## config.mk

```make
export PLATFORM = sky130hd
export DESIGN_NAME = guess_sender
export DESIGN_NICKNAME = d
export VERILOG_FILES = /design/src/rtl/guess_sender.sv
export SDC_FILE = /design/constraint.sdc
export NUM_CORES = 1
export LEC_CHECK = 0
export ABC_CLOCK_PERIOD_IN_PS = 2600
export CAP_MARGIN = 20
export CORE_ASPECT_RATIO = 1.2
export CORE_MARGIN = 2
export CORE_UTILIZATION = 56
export DETAILED_ROUTE_END_ITERATION = 10
export PLACE_DENSITY = 0.79
export SLEW_MARGIN = 0
export SYNTH_ARGS = -nofsm -noshare
export SYNTH_HDL_FRONTEND = slang
export SYNTH_SLANG_ARGS = --single-unit
```

## constraint.sdc

```tcl
create_clock -name clk -period 2.6 [get_ports clk]
set_input_delay 0.26 -clock clk [delete_from_list [all_inputs] [get_ports clk]]
set_output_delay 0.26 -clock clk [all_outputs]
set_load 0.05 [all_outputs]
```

## src/rtl/guess_sender.sv

```systemverilog
// Stores up to MAXLEN button symbols, then replays them as one-cycle I1..I4 pulses
// separated by GAP idle cycles, finishing with an enter pulse and a done pulse.
module guess_sender #(
    parameter int unsigned MAXLEN = 7,
    parameter int unsigned GAP    = 2
) (
    input  logic       clk,
    input  logic       reset,
    input  logic       load_valid,
    input  logic [1:0] load_sym,
    output logic       load_ready,
    input  logic       start,
    input  logic       clr,
    output logic       I1,
    output logic       I2,
    output logic       I3,
    output logic       I4,
    output logic       enter,
    output logic       busy,
    output logic       done,
    output logic [2:0] count,
    output logic       drop_err
);

    localparam int unsigned DEPTH    = 8;
    localparam logic [2:0]  MAX3     = 3'(MAXLEN);
    localparam logic [2:0]  GAP_LAST = (GAP > 0) ? 3'(GAP - 1) : 3'd0;

    typedef enum logic [2:0] {
        IDLE  = 3'd0,
        PRESS = 3'd1,
        GAPW  = 3'd2,
        ENTER = 3'd3,
        FIN   = 3'd4
    } state_t;

    state_t     state_q, state_d;
    logic [2:0] count_q, count_d;
    logic [2:0] index_q, index_d;
    logic [2:0] gap_q, gap_d;
    logic       drop_q, drop_d;
    logic [1:0] buf_q [DEPTH];
    logic [1:0] buf_d [DEPTH];

    logic [3:0] btn_q, btn_d;
    logic       enter_q, busy_q, done_q, ready_q;

    logic [2:0] nxt_idx;
    state_t     adv_state;
    logic [1:0] sym_sel;

    // Next-state, buffer and counter logic
    always_comb begin
        state_d   = state_q;
        count_d   = count_q;
        index_d   = index_q;
        gap_d     = gap_q;
        drop_d    = drop_q;
        buf_d     = buf_q;
        nxt_idx   = 3'(index_q + 3'd1);
        adv_state = (nxt_idx < count_q) ? PRESS : ENTER;

        case (state_q)
            IDLE: begin
                // clr beats a simultaneous load; an accepted load is visible to start
                if (clr) begin
                    count_d = 3'd0;
                    drop_d  = 1'b0;
                end else if (load_valid) begin
                    if (count_q < MAX3) begin
                        buf_d[count_q] = load_sym;
                        count_d        = 3'(count_q + 3'd1);
                    end else begin
                        drop_d = 1'b1;
                    end
                end
                if (start) begin
                    index_d = 3'd0;
                    state_d = (count_d != 3'd0) ? PRESS : ENTER;
                end
            end
            PRESS: begin
                gap_d = 3'd0;
                if (GAP == 0) begin
                    index_d = nxt_idx;
                    state_d = adv_state;
                end else begin
                    state_d = GAPW;
                end
            end
            GAPW: begin
                if (gap_q == GAP_LAST) begin
                    index_d = nxt_idx;
                    state_d = adv_state;
                end else begin
                    gap_d = 3'(gap_q + 3'd1);
                end
            end
            ENTER:   state_d = FIN;
            FIN:     state_d = IDLE;
            default: state_d = IDLE;
        endcase

        if (state_q != IDLE && load_valid) begin
            drop_d = 1'b1;
        end

        sym_sel = buf_d[index_d];
        btn_d   = (state_d == PRESS) ? 4'(4'b0001 << sym_sel) : 4'b0000;
    end

    // Control state and registered outputs
    always_ff @(posedge clk) begin
        if (reset) begin
            state_q <= IDLE;
            count_q <= 3'd0;
            index_q <= 3'd0;
            gap_q   <= 3'd0;
            drop_q  <= 1'b0;
            btn_q   <= 4'b0000;
            enter_q <= 1'b0;
            busy_q  <= 1'b0;
            done_q  <= 1'b0;
            ready_q <= 1'b1;
        end else begin
            state_q <= state_d;
            count_q <= count_d;
            index_q <= index_d;
            gap_q   <= gap_d;
            drop_q  <= drop_d;
            btn_q   <= btn_d;
            enter_q <= (state_d == ENTER);
            busy_q  <= (state_d != IDLE);
            done_q  <= (state_d == FIN);
            ready_q <= (state_d == IDLE) && (count_d < MAX3);
        end
    end

    // Symbol storage needs no reset; count qualifies its contents
    always_ff @(posedge clk) begin
        buf_q <= buf_d;
    end

    assign I1         = btn_q[0];
    assign I2         = btn_q[1];
    assign I3         = btn_q[2];
    assign I4         = btn_q[3];
    assign enter      = enter_q;
    assign busy       = busy_q;
    assign done       = done_q;
    assign load_ready = ready_q;
    assign count      = count_q;
    assign drop_err   = drop_q;

endmodule

```

After elaboration in Yosys (flattened, before gate mapping)
Cells that the tools add are included.
{"block": "totals", "ff_bits": 37, "inputBits": 7, "out_inout_bits": 12, "wordCells": 84}
{"block": "op_classes", "n_addsub": 3, "order_cmp": 6, "eq_ne": 9, "n_shift": 1, "mux": 30, "bitwise": 3, "reduce_logical": 14}
{"op": "2-to-1 mux 16 bit", "count": 4}
{"op": "2-to-1 mux 3 bit", "count": 10}
{"op": "bitwise mux 16 bit", "count": 1}
{"op": "case mux 3 bit (2 select lines)", "count": 2}
{"op": "case mux 3 bit (4 select lines)", "count": 1}
{"op": "nonzero test 3 bit", "count": 4}
{"op": "2-to-1 mux 2 bit", "count": 5}
{"op": "adder 3 x 1 -> 3 bit (second input constant)", "count": 3}
{"op": "equality test 3 x 1 -> 1 bit (second input constant)", "count": 3}
{"op": "equality test 3 x 2 -> 1 bit (second input constant)", "count": 3}
{"op": "greater-or-equal comparator 4 bit (second input constant)", "count": 2}
{"op": "inverter 3 -> 4 bit", "count": 2}
{"op": "binary-select mux 2 bit (select 3 bit)", "count": 1}
{"op": "demux 2 bit (select 3 bit)", "count": 1}
{"op": "logical NOT 3 bit", "count": 2}
{"op": "less-than comparator 3 bit (second input constant)", "count": 2}
{"op": "2-to-1 mux 1 bit", "count": 5}
{"op": "less-than comparator 4 x 1 -> 1 bit (second input constant)", "count": 1}
{"op": "nonzero test 2 bit", "count": 2}
{"op": "left shift 1 x 2 -> 4 bit (first input constant)", "count": 1}
{"op": "equality test 3 bit (second input constant)", "count": 1}
{"op": "logical AND 1 bit", "count": 3}
{"op": "less-than comparator 3 bit", "count": 1}
{"op": "!= test 3 x 2 -> 1 bit (second input constant)", "count": 1}
{"op": "5 further kinds", "count": 5}

Depth between registers and ports, before layout
Gate-level depths: netlist (run 1).
{"block": "logic_depth", "ltp_word": 14, "mapped_depth": 9, "ltp_nobuf": 9}

Worst setup path before layout (run 1)
OpenSTA, ideal clock, no wires.
{"block": "synth_path", "path_kind": "flip-flop to flip-flop", "startpoint": "reg count_q[1], in the netlist count[1]", "endpoint": "reg ready_q, in the netlist load_ready", "setup_time_ps": 70, "t_arrival_ps": 2292, "required_time_ps": 2530, "path_slack_ps": 238, "path_stages_with_launch": 10, "n_path_buf": 1, "synth_period_minus_slack_ps": 2362, "cell_sequence": "dfxtp_1 > buf_2 > inv_1 > ha_1 > a21o_1 > a211oi_1 > o21a_1 > nor4_1 > or3_1 > a21oi_1"}
{"block": "synth_via", "elab_chain_cells": 11, "word_cells_on_any_way": 17, "classes_between": "1 x add/sub; 3 x order compare; 10 x mux; 3 x reduce/logical"}
{"element": "start, declared", "line_no": "38", "text": "logic [2:0] count_q, count_d;"}
{"element": "start signal, assigned", "line_no": "127", "text": "count_q <= count_d;"}
{"element": "adder 3 x 1 -> 3 bit or less-than comparator 3 bit (tied branches)", "line_no": "72, 70"}
{"element": "2-to-1 mux 3 bit", "line_no": "70", "text": "if (count_q < MAX3) begin"}
{"element": "2-to-1 mux 3 bit", "line_no": "69", "text": "end else if (load_valid) begin"}
{"element": "2-to-1 mux 3 bit", "line_no": "66", "text": "if (clr) begin"}
{"element": "2-to-1 mux 3 bit", "line_no": "63", "text": "case (state_q)"}
{"element": "nonzero test 3 bit", "line_no": "79", "text": "state_d = (count_d != 3'd0) ? PRESS : ENTER;"}
{"element": "2-to-1 mux 2 bit", "line_no": "79"}
{"element": "2-to-1 mux 3 bit", "line_no": "77", "text": "if (start) begin"}
{"element": "case mux 3 bit (4 select lines)", "line_no": "63"}
{"element": "logical NOT 3 bit", "line_no": "135", "text": "ready_q <= (state_d == IDLE) && (count_d < MAX3);"}
{"element": "logical AND 1 bit (*)", "line_no": "135"}
{"element": "end signal, assigned", "line_no": "135"}
{"element": "end, declared", "line_no": "46", "text": "logic enter_q, busy_q, done_q, ready_q;"}
Every way passes the cells marked *; elsewhere a longest branch is shown, timed or not. The select of a mux whose other input is x is not followed.
A chain may end at the register's enable or synchronous reset.

Worst setup path after layout (run 1)
{"block": "layout_path", "startpoint": "reg gap_q[1]", "endpoint": "reg btn_q[0]"}
{"block": "layout_via", "elab_chain_cells": 8, "word_cells_on_any_way": 13, "classes_between": "2 x eq/ne; 1 x shift; 7 x mux; 2 x bitwise; 1 x reduce/logical"}
{"element": "start, declared", "line_no": "40", "text": "logic [2:0] gap_q, gap_d;"}
{"element": "start signal, assigned", "line_no": "129", "text": "gap_q <= gap_d;"}
{"element": "equality test 3 x 1 -> 1 bit (*)", "line_no": "92", "text": "if (gap_q == GAP_LAST) begin"}
{"element": "2-to-1 mux 3 bit", "line_no": "92"}
{"element": "case mux 3 bit (2 select lines)", "line_no": "63"}
{"element": "inverter 3 -> 4 bit (implied by the code)", "line_no": "108", "text": "sym_sel = buf_d[index_d];"}
{"element": "binary-select mux 2 bit (select 3 bit)", "line_no": "108"}
{"element": "2-to-1 mux 2 bit (implied by the code) (2 in series)", "line_no": "108"}
{"element": "left shift 1 x 2 -> 4 bit", "line_no": "109", "text": "btn_d = (state_d == PRESS) ? 4'(4'b0001 << sym_sel) : 4'b0000;"}
{"element": "end signal, assigned", "line_no": "131", "text": "btn_q <= btn_d;"}
{"element": "end, declared", "line_no": "45", "text": "logic [3:0] btn_q, btn_d;"}
Marked as above.

==> results of run 1 <==
[final cells by class]
type                            instances  area (um2)
Inverter                                8       30.03
Sequential cell                        37       740.7
Timing Repair Buffer                   28       255.2
Tap cell                               36       45.04
Fill cell                             232       932.1
Clock buffer                            6       51.30
Clock inverter                          2       37.54
Multi-Input combinational cell        131        1018
[power by group through the flow]
stage,sequential (mW),clock (mW),combinational (mW)
after floorplan,0.698,0,0.214
after global placement,0.663,0,0.336
after detailed placement,0.666,0,0.354
after CTS,0.653,0.435,0.358
after global routing,0.660,0.458,0.386
final,0.653,0.429,0.358
[path summary, 6_finish.rpt]
check	cells past startpoint	endpoint	start
setup / recovery	10	btn_q[0]$_SDFF_PP0_	gap_q[1]$_SDFFE_PP0P_
hold reg to reg	0	buf_q[1]$_DFF_P_	buf_q[1]$_DFF_P_
hold / removal	0	buf_q[1]$_DFF_P_	buf_q[1]$_DFF_P_
setup reg to reg	10	btn_q[0]$_SDFF_PP0_	gap_q[1]$_SDFFE_PP0P_
[stage by stage]
stage          cell area [um2]  power [mW]  instances
2_1_floorplan             1849      0.9125        188
3_3_place_gp              2090      0.9991        240
3_5_place_dp              2090       1.021        240
4_1_cts                   2178       1.446        248
5_1_grt                   2178       1.504        248
6_report                  2178       1.441        248
[synth_stat cells, types with 2 or more instances]
cell,n,share of area
nand2b_1,4,0.014
nor4_1,3,0.010
a21oi_1,10,0.027
buf_2,6,0.016
nor2_1,16,0.032
nand3_1,4,0.011
nand2_1,12,0.024
dfxtp_1,37,0.40
and4_1,2,0.0095
a211oi_1,2,0.0081
nor4_2,2,0.014
o21ai_0,7,0.019
mux2i_1,15,0.081
and2_1,2,0.0068
inv_1,8,0.016
or3_1,2,0.0068
a21o_1,2,0.0081
nor4b_2,2,0.016
mux2_2,14,0.085
nor3_1,3,0.0081
mux2_4,2,0.016
clkbuf_1,5,0.010
ha_1,6,0.041
[per-layer routing]
layer  vias up  wire length, um  global-route usage
met3         8              125             0.05631
met4         0               92              0.1190
met2        29             2128              0.4302
li1        715                -                   -
met5         -                0                   0
met1       697             1615              0.2377
[worst max-delay path, delay by kind of cell (launching register included)]
kind                     cells  cell delay [ns]
AO/OA/AOI/OAI                1             0.15
adder cells (fa/ha/maj)      1             0.22
buffers and inverters        2             0.27
flip-flops                   1             0.38
multiplexers                 4             0.95
AND/OR/NAND/NOR              2             0.43
[kinds of logic after synthesis]
family                   synth area share
flip-flops                         0.4005
buffers and inverters             0.04872
adder cells (fa/ha/maj)           0.04059
multiplexers                       0.1827
AO/OA/AOI/OAI                      0.1225
XOR/XNOR                         0.004737
AND/OR/NAND/NOR                    0.2003
[flip-flops by register name (all words and copies together) (netlist names)]
| register | cells |
|---|---|
| buf_q | 16 |
| btn_q | 4 |
| count | 3 |
| gap_q | 3 |
| index_q | 3 |
| state_q | 3 |
| busy | 1 |
| done | 1 |
| drop_err | 1 |
| enter | 1 |
| load_ready | 1 |
==> flow_summary.ini, run 1 <==
[yosys]
synth_top_flop_cell = dfxtp_1
netlist_instances = 188
syn_nets = 201
seq_area_frac_synth = 0.4005
yosys_warnings = 0
async_reset_ff_frac = 0
synth_area_per_cell_um2 = 9.837
synth_cell_types = 45
ys_ff_latch = 37
syn_area_um2 = 1849
synth_edf_count = 0

[placed_design]
numPortBuffers = 18
gp_congestion = 0.8665
dp_slack_ns = 0.07427
dpl.hpwl_um = 3011

[worst_setup_path]
critPathLaunchType = flip-flop
end_kind = flip-flop
path_cells = inv_1 -> ha_1 -> nor4b_2 -> mux2_2 -> a22oi_4 -> buf_4 -> mux2i_1 -> mux2i_1 -> mux2i_1 -> and3b_2
cp.arrival_ns = 2.75
reg2reg_slack_ns = 0.16
path_class = reg2reg
required_ns = 2.91
critPathSlowestCell = dfxtp_1
max_stage_delay_ns = 0.38
crit_top_cell = mux2i_1
cp_max_fo = 5

[pwr]
combPwrFrac = 0.249
p_switching_mw = 0.4412
max-vdd-ir-drop_mv = 0.5181
power_frac_clock = 0.298
p_leak_nw = 0.9041
seqPwrFrac = 0.453
p_int_mw = 0.9999
p_sw_frac = 0.3062
power_density_nw_per_um2 = 661.6

[sta]
worst_pin_slew_ns = 0.5245
slew_viol_final = 0
hold_viol = 0
fin_setup_tns_ns = 0
setup_viol = 0
rsz0062_at_grt = false
min_period_over_period = 0.9392
fin_crit_ns = 2.442
fin_hold_ws_ns = 0.3636
worst_slack_ns = 0.1582
maxSlewHeadroom = 0.6492
skew_ns = 0.008248
max_freq_mhz = 409.5

[detailed_routing]
detail-route-antenna-nets = 0
drt-total-wl_um = 3961
drt_iter0_drc = 49
firstDrtPassIters = 4
route.detailed.drc = 0
detail_route.wl_per_cell_um = 15.97
via_per_inst = 5.843
vias = 1449

[cells_and_area]
nets = 224
diodes = 0
post-route-util = 0.7003
layout-drive-gt1-share = 0.2075
layout_common_cells = dfxtp_1, clkdlybuf4s50_1, nor2_1, mux2i_1, mux2_2
synthToLayoutAreaGrowth_pct = 17.79
mostFrequentLayoutCell = dfxtp_1

[floorplanning]
fp.dieW_um = 56.46
core-area_um2 = 3110
io_pins = 19
dieHeight_um = 66.95
start_util = 0.5945
design.die.area_um2 = 3780
rows = 22

[clock_network]
insertion_delay_ns = 0.36
clockBufferDepth = 2
hold_buffers = 0
clock_sinks = 37
cts_max_level = 2
cts_setup_buffers = 0
cts_root_buf = clkbuf_4
cts-resized-gates = 0
clk_pin_slew_worst_paths_ns = 0.12
cts_tree = done
cts_buffers = 5

[global_route]
grt_pass1_wl_um = 6568
antenna_found_initial = 0
overflow = 0
grt_max_degree = 13
grt_use_total = 0.2312
grt_pass1_vias = 1449

[run_status]
status = completed

[worst_hold_path]
hp-class = reg2reg

[job]
maxCapViolations = 0
Power figures use the tool's default switching activity.
==> inputs of run 2 (changes only) <==
--- a/config.mk
+++ b/config.mk
@@ -12,6 +12,8 @@
 export CORE_UTILIZATION = 56
 export DETAILED_ROUTE_END_ITERATION = 10
 export PLACE_DENSITY = 0.79
+export REMOVE_ABC_BUFFERS = 1
+export SKIP_CTS_REPAIR_TIMING = 1
 export SLEW_MARGIN = 0
 export SYNTH_ARGS = -nofsm -noshare
 export SYNTH_HDL_FRONTEND = slang
==> flow_summary.ini, run 2 (same netlist as run 1, synthesis figures left out) <==
[run_status]
status = completed

[floorplanning]
start_util = 0.5945
dieHeight_um = 66.95
core-area_um2 = 3110
rows = 22
design.die.area_um2 = 3780
io_pins = 19
fp.dieW_um = 56.46

[worst_setup_path]
critPathLaunchType = flip-flop
path_class = reg2reg
end_kind = flip-flop
cp.arrival_ns = 2.74
cp_max_fo = 4
required_ns = 2.89

[sta]
hold_viol = 0
worst_pin_slew_ns = 0.5078
maxSlewHeadroom = 0.6589
fin_setup_tns_ns = 0
fin_crit_ns = 2.449
worst_slack_ns = 0.1514
slew_viol_final = 0
min_period_over_period = 0.9418
setup_viol = 0
fin_hold_ws_ns = 0.3608
max_freq_mhz = 408.4
skew_ns = 0.007751
rsz0062_at_grt = true

[detailed_routing]
firstDrtPassIters = 4
detail_route.wl_per_cell_um = 15.15
drt_iter0_drc = 38
detail-route-antenna-nets = 0
via_per_inst = 5.879
route.detailed.drc = 0
drt-total-wl_um = 3758
vias = 1458

[clock_network]
cts_buffers = 5
clockBufferDepth = 2
clock_sinks = 37
cts_root_buf = clkbuf_4
cts_max_level = 2
clk_pin_slew_worst_paths_ns = 0.11
insertion_delay_ns = 0.34
cts_tree = done

[cells_and_area]
layout-drive-gt1-share = 0.2123
diodes = 0
nets = 224
largest_reg_flops = 16
design_area_um2 = 2161
reg.largest.list = buf_q (16), btn_q (4)
mostFrequentLayoutCell = dfxtp_1
synthToLayoutAreaGrowth_pct = 16.85
post-route-util = 0.6947
regMostFlops = buf_q
layout_common_cells = dfxtp_1, clkdlybuf4s50_1, nor2_1, mux2i_1, mux2_2
instances_no_fill = 248

[pwr]
power_density_nw_per_um2 = 599.5
p_leak_nw = 0.8952
max-vdd-ir-drop_mv = 0.4535
total_power_mw = 1.295

[global_route]
overflow = 0
grt_max_degree = 14
antenna_found_initial = 0
grt_pass1_vias = 1446
grt_use_total = 0.2170
grt_pass1_wl_um = 6375

[placed_design]
numPortBuffers = 18
dpl.hpwl_um = 2896
dp_slack_ns = 0.06567
dp.cells = 240
gp_congestion = 0.8832
placed_cell_area_um2 = 2090

[worst_hold_path]
hp-class = reg2reg

[job]
maxCapViolations = 0
[run 2: critical path, stage by stage, from the launching register on]
cell     delay [ns]
dfxtp_1        0.38
inv_1          0.07
ha_1           0.21
nor4b_2        0.19
mux2_2         0.29
a22oi_4        0.18
buf_4          0.18
mux2i_1        0.18
mux2i_1        0.10
mux2i_1        0.36
and3b_2        0.25
[run 2: cell type report]
| type | instances | area [um2] |
|---|---|---|
| well taps | 36 | 45.04 |
| repair buffers | 28 | 255.2 |
| clock buffers | 6 | 41.29 |
| clock inverters | 2 | 10.01 |
| fillers | 249 | 949.7 |
| multi-input cells | 131 | 1037 |
| inverters | 8 | 30.03 |
| flip-flops and latches | 37 | 742.0 |
[run 2: routing by layer]
metal	track usage	wire length, um	part of all wire
met1	0.2358	1537	0.41
met2	0.4055	2039	0.54
met3	0.04660	119	0.032
met4	0.08631	62	0.016
met5	0	0	0
[run 2: final timing paths]
check                   startpoint             endpoint  slack, ns  cells past startpoint
max          gap_q[1]$_SDFFE_PP0P_  btn_q[0]$_SDFF_PP0_       0.15                     10
min reg2reg       buf_q[1]$_DFF_P_     buf_q[1]$_DFF_P_       0.36                      0
max reg2reg  gap_q[1]$_SDFFE_PP0P_  btn_q[0]$_SDFF_PP0_       0.15                     10
min               buf_q[1]$_DFF_P_     buf_q[1]$_DFF_P_       0.36                      0
[run 2: where the power goes]
group          internal (mW)  total, mW  leakage, nW  switching, mW
Clock                  0.103      0.285       0.0320          0.182
Sequential             0.619      0.654        0.302         0.0345
Combinational          0.156      0.356        0.561          0.200
Total                  0.878       1.30        0.895          0.417
==> inputs of run 3 (changes only) <==
--- a/config.mk
+++ b/config.mk
@@ -12,7 +12,6 @@
 export CORE_UTILIZATION = 56
 export DETAILED_ROUTE_END_ITERATION = 10
 export PLACE_DENSITY = 0.79
-export REMOVE_ABC_BUFFERS = 1
 export SKIP_CTS_REPAIR_TIMING = 1
 export SLEW_MARGIN = 0
 export SYNTH_ARGS = -nofsm -noshare
==> results of run 3 <==
The final DEF is identical to that of run 1; final timing and power are the same.
==> RTL change, RTL diff (flow settings as in run 2) <==
The localparam `DEPTH` goes from 8 to 16.
--- a/src/rtl/guess_sender.sv
+++ b/src/rtl/guess_sender.sv
@@ -23,5 +23,5 @@
 );
 
-    localparam int unsigned DEPTH    = 8;
+    localparam int unsigned DEPTH    = 16;
     localparam logic [2:0]  MAX3     = 3'(MAXLEN);
     localparam logic [2:0]  GAP_LAST = (GAP > 0) ? 3'(GAP - 1) : 3'd0;
Check against the original RTL: same outputs for any inputs over 10 cycles, from zero or initial values and one cycle with reset high; that may be too few to reach the edited logic, so the function may still have changed.
==> RTL change against run 2 <==
Sequential cell count is the same. Clock power up 72%. Area after synthesis down 1.4%. Total power up 13%. Routed wire length fell by 3.5%. Cell area up 0.35%. Clock skew fell by 0.0015 ns. Count of clock-buffer cells in the layout down 1. Core utilization grew 0.86 points. Cell count decreased by 4.4%. Setup slack improved by 0.018 ns. Sequential power fell by 0.9%. Largest power group unchanged. Highest routed layer unchanged.
==> RTL change: results (changes against run 2) <==
Share of layout cells above drive strength 1: 22.9% (+1.7 points)
Worst hold path class: flip-flop to flip-flop
Final HPWL DP: 2710 µm (-6.5%)
Largest delay contributor family on the critical path: compound AO/OA/AOI/OAI gates
Crit-path max FO: 11 (+7)
Fillcell total: 218 (-12%)
Largest registers: buf_q: 16 flops, btn_q: 4 flops
Layout Nets: 213 (-4.9%)
Status: complete, no violations
TritonRoute pass-1 iters: 4 (unchanged)
Async set or reset register ratio after synthesis: 0% (unchanged)
Initial antenna violation count: 0 (unchanged)
Clk slew on worst S/H paths: 0.11 ns (about the same)
Placed cell area: 2070 µm² (-1.1%)
Final hold vios: 0 (unchanged)
WP data arrival: 2.72 ns (-0.02 ns)
Skew final: 0.00624 ns (-0.00151 ns)
Power density cells: 676 nW/µm² (+13%)
Avg WL per Cell: 15.3 µm (+0.99%)
Rel. slew slack: 63.5% (-2.4 points)
Lkg Pwr: 0.921 nW (+2.9%)
Post-synthesis compound-gate area fraction: 9.47% (-2.8 points)
YS warnings: 0 (unchanged)
Final Wtd Congestion: 0.849 (-3.8%)
Overall routing resource usage: 22.7% (+1.0 points)
XOR/XNOR Fraction of Synth Area: 0.480% (+0.0065 points)
Sequential fraction of the synthesis area: 40.6% (+0.55 points)
Post-synthesis mux area share: 18.5% (+0.25 points)
Post-Synth Adder-Cell Area: 4.12% (+0.056 points)
Max Root-Sink Buffers: 2 (unchanged)
DR vias: 1,395 (-4.3%)
N_diodes: 0 (unchanged)
Synth area leaders: dfxtp_1, mux2_2, mux2i_1, ha_1, nor2_1
DRT iter0 DRCs: 59 (+55%)
Sw power: 0.000401 W (-3.8%)
VDD IR max: 516 µV (+14%)
CP peak stage delay: 0.58 ns (+0.20 ns)
H-Tree Depth: 2 (unchanged)
Pre-CTS worst setup slack: -0.0110 ns (-0.0767 ns)
Slowest-stage cell, CP: dfxtp_1
Most common library cells after synthesis: dfxtp_1, nor2_1, mux2_2, nand2_1, mux2i_1
First-pass GRT wire length: 6530 µm (+2.5%)
Largest net degree at the start of global routing: 16 (+2)
Library cells used by synthesis: 46 (+2.2%)
RTL change: cell types whose count changed in the layout (fill, tap and decap cells not counted), moves of 3 or more:
cell,before,now
mux2i_1,15,12
a31oi_1,1,4
nor4_1,3,0
o21ai_0,7,1
buf_4,10,7
nor3_1,3,7
nor4b_2,3,0
RTL change: area by class of cell:
class,instances,share of cell area [%]
Clock buffer,5,1.73
Inverter,6,1.04
Timing Repair Buffer,26,11.7
Sequential cell,37,34.2
Multi-Input combinational cell,124,46.3
Clock inverter,3,3.00
Tap cell,36,2.08
RTL change: cell families (layout without fill, tap and decap cells):
kind of cell	count (synthesis)	count (layout)
and+or+nand+nor	64	64
DFF	37	37
muxes	29	29
AOI/OAI and AO/OA	24	24
buffers and inverters	16	40
adders and majority gates	6	6
xor gates and xnor gates	1	1
RTL change: final timing paths:
| path | startpoint | endpoint | slack [ns] | cells past startpoint |
|---|---|---|---|---|
| setup reg to reg | count[1] | load_ready | 0.17 | 8 |
| setup / recovery | count[1] | load_ready | 0.17 | 8 |
| hold reg to reg | buf_q[16] | buf_q[16] | 0.36 | 0 |
| hold / removal | buf_q[16] | buf_q[16] | 0.36 | 0 |
RTL change: power groups by stage:
stage	registers, W	clock network (W)	logic (W)
CTS	0.000649	0.000503	0.000330
global route	0.000655	0.000520	0.000357
finish	0.000648	0.000489	0.000329
detailed placement	0.000662	0	0.000329
floorplan	0.000706	0	0.000186
global placement	0.000658	0	0.000317
RTL change: metal layers:
metal	wire length [µm]	part of all wire, %	global-route usage (%)	vias up
li1	-	-	-	682
met2	1900	52	40.3	30
met4	78	2.2	13.1	0
met3	110	3.0	5.44	6
met1	1540	43	24.7	677
met5	0	0	0	-
RTL change: stage by stage:
step,TNS [ns],cells,hold WS (ns)
after floorplan,0,167,0.327
after global placement,0,229,0.336
after detailed placement,-0.0110,229,0.341
after CTS,0,237,0.362
after global routing,0,237,0.375
final,0,237,0.359
